[config.mk]
export PLATFORM = sky130hd
export DESIGN_NAME = if_resp
export DESIGN_NICKNAME = d
export VERILOG_FILES = /design/src/rtl/if_resp.sv
export SDC_FILE = /design/constraint.sdc
export NUM_CORES = 1
export LEC_CHECK = 0
export CORE_MARGIN = 3
export CORE_UTILIZATION = 39
export DETAILED_ROUTE_END_ITERATION = 16
export PLACE_DENSITY = 0.82
export SLEW_MARGIN = 20
export SYNTH_ARGS = -nofsm -noshare
export SYNTH_HDL_FRONTEND = slang
export SYNTH_SLANG_ARGS = --single-unit
[constraint.sdc]
create_clock -name clk -period 1.7 [get_ports clk]
set_clock_uncertainty 0.1 [all_clocks]
set_input_delay 0.255 -clock clk [delete_from_list [all_inputs] [get_ports clk]]
set_output_delay 0.255 -clock clk [all_outputs]
set_load 0.03 [all_outputs]
[src/rtl/if_resp.sv]
// if_resp: SPU instruction-fetch response stage.
//
// Turns a fetch request from the PC register into one local-store read. The
// returned doubleword is registered as a two-instruction bundle for decode.
// A branch flush discards in-flight data. If the local store does not answer
// within TIMEOUT cycles, the request is abandoned and a sticky error is raised.
//
// Ports:
//   clk, rst           clock; synchronous active-low reset
//   pc, ce             fetch address / fetch enable from the PC register
//   stall_i            decode is not consuming the current bundle
//   branch_flush_i     discard all fetched and in-flight instructions
//   ls_rd_req, ls_addr local-store read request and doubleword address
//   ls_ack, ls_data    local-store completion and 64-bit read data
//   inst0_o, inst1_o   even / odd instruction of the bundle
//   inst_pc_o          doubleword-aligned PC of the bundle
//   inst_valid_o       bundle valid
//   busy_o             a local-store request is outstanding
//   ls_err_o           sticky timeout flag
//   fetch_cnt_o        number of bundles delivered (wraps)
module if_resp #(
  parameter int LS_ADDR_W = 15,
  parameter int TIMEOUT   = 255
) (
  input  logic                   clk,
  input  logic                   rst,
  input  logic [0:31]            pc,
  input  logic                   ce,
  input  logic                   stall_i,
  input  logic                   branch_flush_i,
  output logic                   ls_rd_req,
  output logic [0:LS_ADDR_W-1]   ls_addr,
  input  logic                   ls_ack,
  input  logic [0:63]            ls_data,
  output logic [0:31]            inst0_o,
  output logic [0:31]            inst1_o,
  output logic [0:31]            inst_pc_o,
  output logic                   inst_valid_o,
  output logic                   busy_o,
  output logic                   ls_err_o,
  output logic [0:15]            fetch_cnt_o
);

  typedef enum logic [1:0] {
    S_IDLE = 2'd0,
    S_REQ  = 2'd1,
    S_DROP = 2'd2
  } state_e;

  localparam logic [7:0] WAIT_LAST = 8'(TIMEOUT - 1);

  state_e               state_q, state_d;
  logic [0:31]          req_pc_q, req_pc_d;
  logic [0:LS_ADDR_W-1] ls_addr_q, ls_addr_d;
  logic [7:0]           wait_cnt_q, wait_cnt_d;
  logic                 err_q, err_d;
  logic                 ls_rd_req_q, ls_rd_req_d;
  logic                 busy_q, busy_d;
  logic [0:31]          inst0_q, inst0_d;
  logic [0:31]          inst1_q, inst1_d;
  logic [0:31]          inst_pc_q, inst_pc_d;
  logic                 inst_valid_q, inst_valid_d;
  logic [0:15]          fetch_cnt_q, fetch_cnt_d;
  logic                 deliver_s;
  logic                 out_free_s;
  logic                 unused_pc_s;

  // The output register can take a new bundle if it is empty or being consumed now.
  assign out_free_s  = !inst_valid_q || !stall_i;
  // Byte-within-doubleword bits of pc play no part in the fetch.
  assign unused_pc_s = ^pc[29:31];

  // Next-state logic for the request FSM and the bundle output register.
  always_comb begin
    state_d      = state_q;
    req_pc_d     = req_pc_q;
    ls_addr_d    = ls_addr_q;
    wait_cnt_d   = wait_cnt_q;
    err_d        = err_q;
    inst0_d      = inst0_q;
    inst1_d      = inst1_q;
    inst_pc_d    = inst_pc_q;
    inst_valid_d = inst_valid_q;
    fetch_cnt_d  = fetch_cnt_q;
    deliver_s    = 1'b0;

    case (state_q)
      S_IDLE: begin
        if (ce && !branch_flush_i && out_free_s) begin
          state_d    = S_REQ;
          req_pc_d   = {pc[0:28], 3'b000};
          ls_addr_d  = pc[29-LS_ADDR_W:28];
          wait_cnt_d = 8'd0;
        end else begin
          state_d = S_IDLE;
        end
      end
      S_REQ: begin
        if (ls_ack) begin
          // A flush arriving with the ack discards the data.
          state_d    = S_IDLE;
          wait_cnt_d = 8'd0;
          if (!branch_flush_i) begin
            deliver_s = 1'b1;
          end else begin
            deliver_s = 1'b0;
          end
        end else if (branch_flush_i) begin
          // The read cannot be cancelled; wait for its ack and discard it.
          state_d    = S_DROP;
          wait_cnt_d = 8'd0;
        end else if (wait_cnt_q == WAIT_LAST) begin
          state_d    = S_IDLE;
          wait_cnt_d = 8'd0;
          err_d      = 1'b1;
        end else begin
          wait_cnt_d = wait_cnt_q + 8'd1;
        end
      end
      S_DROP: begin
        // Further flushes here change nothing; only ack or timeout leave.
        if (ls_ack) begin
          state_d    = S_IDLE;
          wait_cnt_d = 8'd0;
        end else if (wait_cnt_q == WAIT_LAST) begin
          state_d    = S_IDLE;
          wait_cnt_d = 8'd0;
          err_d      = 1'b1;
        end else begin
          wait_cnt_d = wait_cnt_q + 8'd1;
        end
      end
      default: begin
        state_d    = S_IDLE;
        wait_cnt_d = 8'd0;
      end
    endcase

    if (branch_flush_i) begin
      inst_valid_d = 1'b0;
    end else if (deliver_s) begin
      inst0_d      = ls_data[0:31];
      inst1_d      = ls_data[32:63];
      inst_pc_d    = req_pc_q;
      inst_valid_d = 1'b1;
      fetch_cnt_d  = fetch_cnt_q + 16'd1;
    end else if (inst_valid_q && !stall_i) begin
      inst_valid_d = 1'b0;
    end else begin
      inst_valid_d = inst_valid_q;
    end

    ls_rd_req_d = (state_d == S_REQ) || (state_d == S_DROP);
    busy_d      = (state_d != S_IDLE);
  end

  // State and output registers with synchronous active-low reset.
  always_ff @(posedge clk) begin
    if (rst == 1'b0) begin
      state_q      <= S_IDLE;
      req_pc_q     <= 32'd0;
      ls_addr_q    <= '0;
      wait_cnt_q   <= 8'd0;
      err_q        <= 1'b0;
      ls_rd_req_q  <= 1'b0;
      busy_q       <= 1'b0;
      inst0_q      <= 32'd0;
      inst1_q      <= 32'd0;
      inst_pc_q    <= 32'd0;
      inst_valid_q <= 1'b0;
      fetch_cnt_q  <= 16'd0;
    end else begin
      state_q      <= state_d;
      req_pc_q     <= req_pc_d;
      ls_addr_q    <= ls_addr_d;
      wait_cnt_q   <= wait_cnt_d;
      err_q        <= err_d;
      ls_rd_req_q  <= ls_rd_req_d;
      busy_q       <= busy_d;
      inst0_q      <= inst0_d;
      inst1_q      <= inst1_d;
      inst_pc_q    <= inst_pc_d;
      inst_valid_q <= inst_valid_d;
      fetch_cnt_q  <= fetch_cnt_d;
    end
  end

  assign ls_rd_req    = ls_rd_req_q;
  assign ls_addr      = ls_addr_q;
  assign inst0_o      = inst0_q;
  assign inst1_o      = inst1_q;
  assign inst_pc_o    = inst_pc_q;
  assign inst_valid_o = inst_valid_q;
  assign busy_o       = busy_q;
  assign ls_err_o     = err_q;
  assign fetch_cnt_o  = fetch_cnt_q;

endmodule

==> metrics.txt, run 1 <==
share of the synthesized area in the top cell type=a little over half; status=finished, violations left; sequential share of the synthesized area=52.79%; Hold Vio Cnt, Final=0; syn_area_per_cell=8.028 um^2; complex-gate fraction of the synthesized area=approximately 14%; hold_sp=pc[7]; RSZ-0062 raised after global routing=true; Fmax=approximately 600 MHz; Detail Route Antenna Nets=0; WL final=around 18000 um; switch share=about a quarter; async set or reset register ratio after synthesis=0%; Root Driver=clkbuf_16; largest family of logic cells by synthesized area=simple AND/OR/NAND/NOR gates; first-pass GRT wire length=about 26000 um; FF-to-FF setup slack=-0.004 ns; worst-path maximum fanout=5; Post-synth top flop=dfxtp_1; clk_lat worst skew=0.41 ns; Area Growth Syn to Fin=57.98%; GRT Overall Usage=between 10% and 20%; CORE AREA=between 0.01 and 0.015 mm^2; yosys synthesis warning count=0; proportion of layout cells with a drive suffix above 1=between 10% and 20%; WHS=0.2830 ns; post-synthesis mux area share=0%; cell taking the most area after synthesis=dfxtp_1; Placer Congestion=~0.8; Crit. End Element=register; Crit Path Category=register to register; Die Width=~130 um; # hold bufs at CTS=0; layout net count=1064; vias in the first global route=between 5000 and 6000; synthesized flop and latch total=between 150 and 200; Sink Count=about 150; ANT cells=0; DRT iter0 DRCs=232; std cell rows=43; final period utilization=100.2%; Slew Viols, Final=0; final setup fails=1; IO Port Bufs=about 230; largest cells by area after synthesis=dfxtp_1 53%, nand2_1 17%, a21oi_1 11%; Hold Path Sink=req_pc_q[7]$_SDFFE_PN0P_; Post-Syn Area=approximately 0.0058 mm^2; Initial DRT Pass Iterations=5; Psw=~0.0019 W; Util after Layout=around 64%; Clk network pwr share=a little under half; worst hold path type=primary input to register; Comb power frac=roughly 8.4%; drc violations=0; design internal power=approximately 0.006 W; CP Launch Type=register; worst endpoint required time=approximately 2 ns; Mapped Cells=around 700; distinct cell type count after synthesis=44; worst vdd ir=~0.64 mV; pin count of the biggest net entering global routing=74; Initial Util=just over 40%; PnR worst setup slack=-0.003685 ns; Wirelength per Cell=roughly 15 um; CTS tree=done; Worst Hold Depth=3; Post-Synth XOR/XNOR Area=1.519%; Num CTS Buffers=17; Post-Synth Simple-Gate Area=a little under a quarter; # IOs=between 200 and 250; max_cap viols=0; post-route insts no fill=between 1000 and 1500; reg2reg start=state_q[1]$_SDFF_PN0_; Clock Pin Slew Worst Setup and Hold Paths=roughly 0.060 ns; Via density=around 5.0; violated checks=setup timing; maximum root-to-sink buffer count=2; H-tree depth=4; DP HPWL=around 12000 um; Seq pwr share=roughly 46%; Via Count=5710; die height=between 100 and 150 um; GRT overflow=0; Synth Area in Adders=under 10%; Placed Cells=about 1100; R2R cell count=6; Period minus WS final=approximately 1.7 ns; antenna violations before repair=0; DIE AREA=0.01628 mm^2; reg2reg end=fetch_cnt_o[1]$_SDFFE_PN0P_; EDFF count, synth=0; Leakage Power=roughly 3.8 nW; Arr. time, crit path=1.95 ns; Pwr per Cell Area=approximately 870 mW/mm^2
-- cells in the final DEF (no fill, tap or decap), types with 4 or more instances in the layout --
cell type,synthesis,final
o21ai_0,5,5
nor2_1,12,12
a211oi_1,7,4
buf_12,0,8
buf_4,19,37
dfxtp_2,0,9
nand2_1,260,260
nand3_1,7,7
xor2_1,6,6
a21oi_1,132,126
dfxtp_1,152,138
inv_1,7,4
nor3_1,4,4
dlygate4sd2_1,0,126
dfxtp_4,0,5
and3_1,4,4
clkbuf_16,0,19
clkdlybuf4s50_1,0,98
nand4_1,8,8
a21oi_2,0,6
inv_6,0,6
xnor2_1,4,4
-- critical path, stage by stage (launching register included) --
cell      delay [ns]
dfxtp_4         0.36
inv_4           0.06
ha_4            0.18
nand4b_4        0.10
or2_4           0.25
or4_4           0.48
a21oi_2         0.12
-- layer usage --
layer / GRT usage [%] / vias up / part of all wire (%)
li1: - / 2821 / -
met1: 23.20 / 2667 / 40
met2: 34.28 / 201 / 50
met3: 6.438 / 21 / 7.9
met4: 6.804 / 0 / 1.7
met5: 0 / - / 0
-- worst max path at each step --
stage | start | endpoint | slack [ns]
after floorplan | fetch_cnt_o[14]$_SDFFE_PN0P_ | fetch_cnt_o[1]$_SDFFE_PN0P_ | -0.006
after global placement | branch_flush_i | ls_rd_req$_SDFF_PN0_ | -0.38
after detailed placement | branch_flush_i | wait_cnt_q[4]$_SDFFE_PN0P_ | -0.45
after CTS | state_q[1]$_SDFF_PN0_ | fetch_cnt_o[1]$_SDFFE_PN0P_ | -0.02
after global routing | wait_cnt_q[5]$_SDFFE_PN0P_ | ls_rd_req$_SDFF_PN0_ | -0.06
final | state_q[1]$_SDFF_PN0_ | fetch_cnt_o[1]$_SDFFE_PN0P_ | -0.004
-- metrics by stage --
stage               setup TNS [ns]  area, um^2  total power (W)  worst slack [ns]
finish                   -0.003685        9106         0.007902         -0.003685
global route               -0.8973        9106         0.008182          -0.06265
CTS                       -0.01816        8919         0.007958          -0.01816
detailed placement          -32.88        8433         0.004391           -0.4544
global placement            -29.56        8433         0.004383           -0.3781
floorplan                -0.005939        5829         0.004015         -0.005939
-- sequential cells by signal (all words and copies together), names as in the netlist --
name          count
wait_cnt_q        8
ls_err_o          1
ls_addr          14
req_pc_q         15
state_q           2
ls_rd_req         1
busy_o            1
inst_pc_o        29
inst1_o          32
inst_valid_o      1
fetch_cnt_o      16
inst0_o          32
-- what timing repair did --
action,4_1_cts,5_1_grt
setup buffers,2,3
gates cloned,1,3
hold endpoints to repair,0,0
pin swaps,8,12
resized for setup,142,33
setup endpoints to repair,136,54
-- cell families (layout without fill, tap and decap cells) --
| logic type | count (synthesis) | after routing |
|---|---|---|
| xor gates and xnor gates | 10 | 10 |
| and+or+nand+nor | 320 | 320 |
| DFF | 152 | 152 |
| adders and majority gates | 8 | 8 |
| buffers and inverters | 71 | 318 |
| AOI/OAI and AO/OA | 156 | 156 |
| other | 1 | 3 |
-- layout make-up --
class,count,area (um^2)
clock buffers,18,429.2
repair buffers,279,2661
clock inverters,14,140.1
fillers,1226,5044
flip-flops and latches,152,3073
inverters,7,31.28
multi-input cells,497,2546
well taps,180,225.2
-- power by group through the flow --
stage,clock network (W),logic [W],registers (W)
after floorplan,0,0.000249,0.00377
after global placement,0,0.000659,0.00372
after detailed placement,0,0.000664,0.00373
after CTS,0.00367,0.000649,0.00364
after global routing,0.00383,0.000709,0.00365
final,0.00360,0.000663,0.00364
-- cell usage after synthesis, types with 6 or more instances --
cell      number
a211oi_1       7
nand4_1        8
nand2_1      260
clkbuf_1      32
inv_1          7
nand3_1        7
ha_1           8
a21oi_1      132
xor2_1         6
nor2_1        12
buf_4         19
dfxtp_1      152
buf_2          6
buf_1          7
Power figures use the tool's default switching activity.
==> run 2, diff against run 1 <==
--- a/config.mk
+++ b/config.mk
@@ -6,9 +6,9 @@
 export NUM_CORES = 1
 export LEC_CHECK = 0
 export CORE_MARGIN = 3
-export CORE_UTILIZATION = 39
+export CORE_UTILIZATION = 43
 export DETAILED_ROUTE_END_ITERATION = 16
-export PLACE_DENSITY = 0.82
+export PLACE_DENSITY = 0.86
 export SLEW_MARGIN = 20
 export SYNTH_ARGS = -nofsm -noshare
 export SYNTH_HDL_FRONTEND = slang
==> constraint.sdc (replaced) <==
create_clock -name clk -period 1.8 [get_ports clk]
set_clock_uncertainty 0.1 [all_clocks]
set_input_delay 0.27 -clock clk [delete_from_list [all_inputs] [get_ports clk]]
set_output_delay 0.27 -clock clk [all_outputs]
set_load 0.03 [all_outputs]
==> run 2 against run 1 <==
The flow now finishes without violations; global-route usage grew 2.0 points; die area decreased by 8.9%; sequential cell count did not move; register-to-register slack hardly changed; first-iteration DRC count grew 60%; sequential power down 5.5%; critical endpoint is now wait_cnt_q[6]$_SDFFE_PN0P_; clock power increased by 6.4%; critical path depth did not move; combinational power is 9.0% lower; total power fell by 0.30%.
==> metrics.txt, run 2 (synthesized netlist as in run 1, its figures left out) <==
status=completed; Crit. End Element=register; DRT iter0 DRCs=roughly 370; setup TNS=0 ns; worst-path maximum fanout=9; Period minus WS final=about 1.8 ns; Placement Setup Slack=-0.3298 ns; Comb power frac=just under 8%; Initial DRT Pass Iterations=4; std cell rows=between 40 and 50; Initial Util=roughly 45%; RSZ-0062 raised after global routing=true; switch share=21.39%; vias in the first global route=5346; design internal power=approximately 0.0062 W; # Post-CTS Setup Buffers=0; CTS tree=done; final setup fails=0; DIE AREA=0.01483 mm^2; Fmax=between 500 and 600 MHz; Clk network pwr share=between 40% and 50%; commonest non-fill, non-tap cell in the layout=nand2_1; Die Width=about 120 um; Worst Hold Depth=3; max_cap viols=0; worst endpoint required time=just over 2 ns; GRT overflow=0; reg2reg end=wait_cnt_q[6]$_SDFFE_PN0P_; Wirelength per Cell=14.67 um; H-tree depth=4; antenna violations before repair=0; Seq pwr share=between 40 and 50%; most frequent cells in the layout=260 x nand2_1, 141 x dfxtp_1, 130 x a21oi_1; Util after Layout=between 60% and 70%; GRT Overall Usage=between 20 and 25%; Detail Route Antenna Nets=0; Hold Path Sink=req_pc_q[4]$_SDFFE_PN0P_; WL final=16490 um; FF-to-FF setup slack=slightly below 0.01 ns; worst vdd ir=0.6426 mV; proportion of layout cells with a drive suffix above 1=10.29%; CP Launch Type=register; Via Count=5623; Sink Count=around 150; worst hold path type=primary input to register; Hold Vio Cnt, Final=0; final period utilization=~100%; reg2reg start=state_q[0]$_SDFF_PN0_; pin count of the biggest net entering global routing=just over 70; R2R cell count=6; Clock Pin Slew Worst Setup and Hold Paths=~0.060 ns; Via density=5.003; Pwr per Cell Area=around 900 mW/mm^2; ANT cells=0; first-pass GRT wire length=25790 um; Leakage Power=~3.8 nW; maximum root-to-sink buffer count=2; Root Driver=clkbuf_16; hold_sp=pc[4]; drc violations=0; Num CTS Buffers=17; CORE AREA=0.01288 mm^2; clk_lat worst skew=0.42 ns; Arr. time, crit path=2.02 ns; die height=between 100 and 150 um; IO Port Bufs=between 200 and 250; design area=between 0.008 and 0.009 mm^2; # IOs=about 230; placed instance area=0.008304 mm^2; Crit Path Category=register to register; DP HPWL=11240 um; Final Power=0.007878 W; Placer Congestion=0.8588; Slew Viols, Final=0; layout net count=1049; Psw=approximately 0.0017 W; Area Growth Syn to Fin=54.00%; PnR worst setup slack=0.009736 ns
run 2: metrics by stage:
stage	cells	hold slack (ns)
after global routing	1124	0.2692
after CTS	1124	0.2719
after global placement	1092	0.3366
after detailed placement	1092	0.3442
after floorplan	720	0.2485
final	1124	0.2926
run 2: how the worst max path moves through the flow:
stage / from / end / slack [ns] / cells past startpoint
2_1_floorplan: fetch_cnt_o[11]$_SDFFE_PN0P_ / fetch_cnt_o[1]$_SDFFE_PN0P_ / -0.001 / 4
3_3_place_gp: branch_flush_i / ls_rd_req$_SDFF_PN0_ / -0.28 / 7
3_5_place_dp: branch_flush_i / wait_cnt_q[6]$_SDFFE_PN0P_ / -0.33 / 6
4_1_cts: inst_pc_o[23]$_SDFFE_PN0P_ / inst_pc_o[23] / 0.002 / 1
5_1_grt: state_q[1]$_SDFF_PN0_ / fetch_cnt_o[1]$_SDFFE_PN0P_ / -0.04 / 6
6_report: state_q[0]$_SDFF_PN0_ / wait_cnt_q[6]$_SDFFE_PN0P_ / 0.01 / 6
run 2: layout make-up:
class / instances / area, um^2
clock inverters: 11 / 166.4
fillers: 1066 / 3999
clock buffers: 21 / 481.7
inverters: 7 / 28.78
flip-flops and latches: 152 / 3064
well taps: 172 / 215.2
repair buffers: 264 / 2470
multi-input cells: 497 / 2451
run 2: per-layer routing:
layer	GRT usage (%)	share of wire, %	vias up
met3	9.378	8.5	20
li1	-	-	2786
met5	0	0	-
met2	36.50	50	201
met4	7.563	1.5	0
met1	25.13	40	2616
run 2: power by group through the flow:
stage               sequential, W  clock (W)  combinational, W
floorplan                 0.00356          0          0.000234
global placement          0.00352          0          0.000612
detailed placement        0.00352          0          0.000616
CTS                       0.00344    0.00391          0.000600
global route              0.00345    0.00409          0.000647
finish                    0.00344    0.00383          0.000603
run 2: what timing repair did:
action                                  4_1_cts  5_1_grt
endpoints found under the setup margin      124       37
hold buffers                                  0        0
pin swaps                                     0        2
gates resized for setup                     125       20
run 2: critical path: stages, from the launching register on:
cell and delay [ns]:
dfxtp_4 0.37, inv_1 0.06, ha_1 0.22, a21boi_2 0.16, buf_4 0.16, or3_1 0.38, a211oi_2 0.24
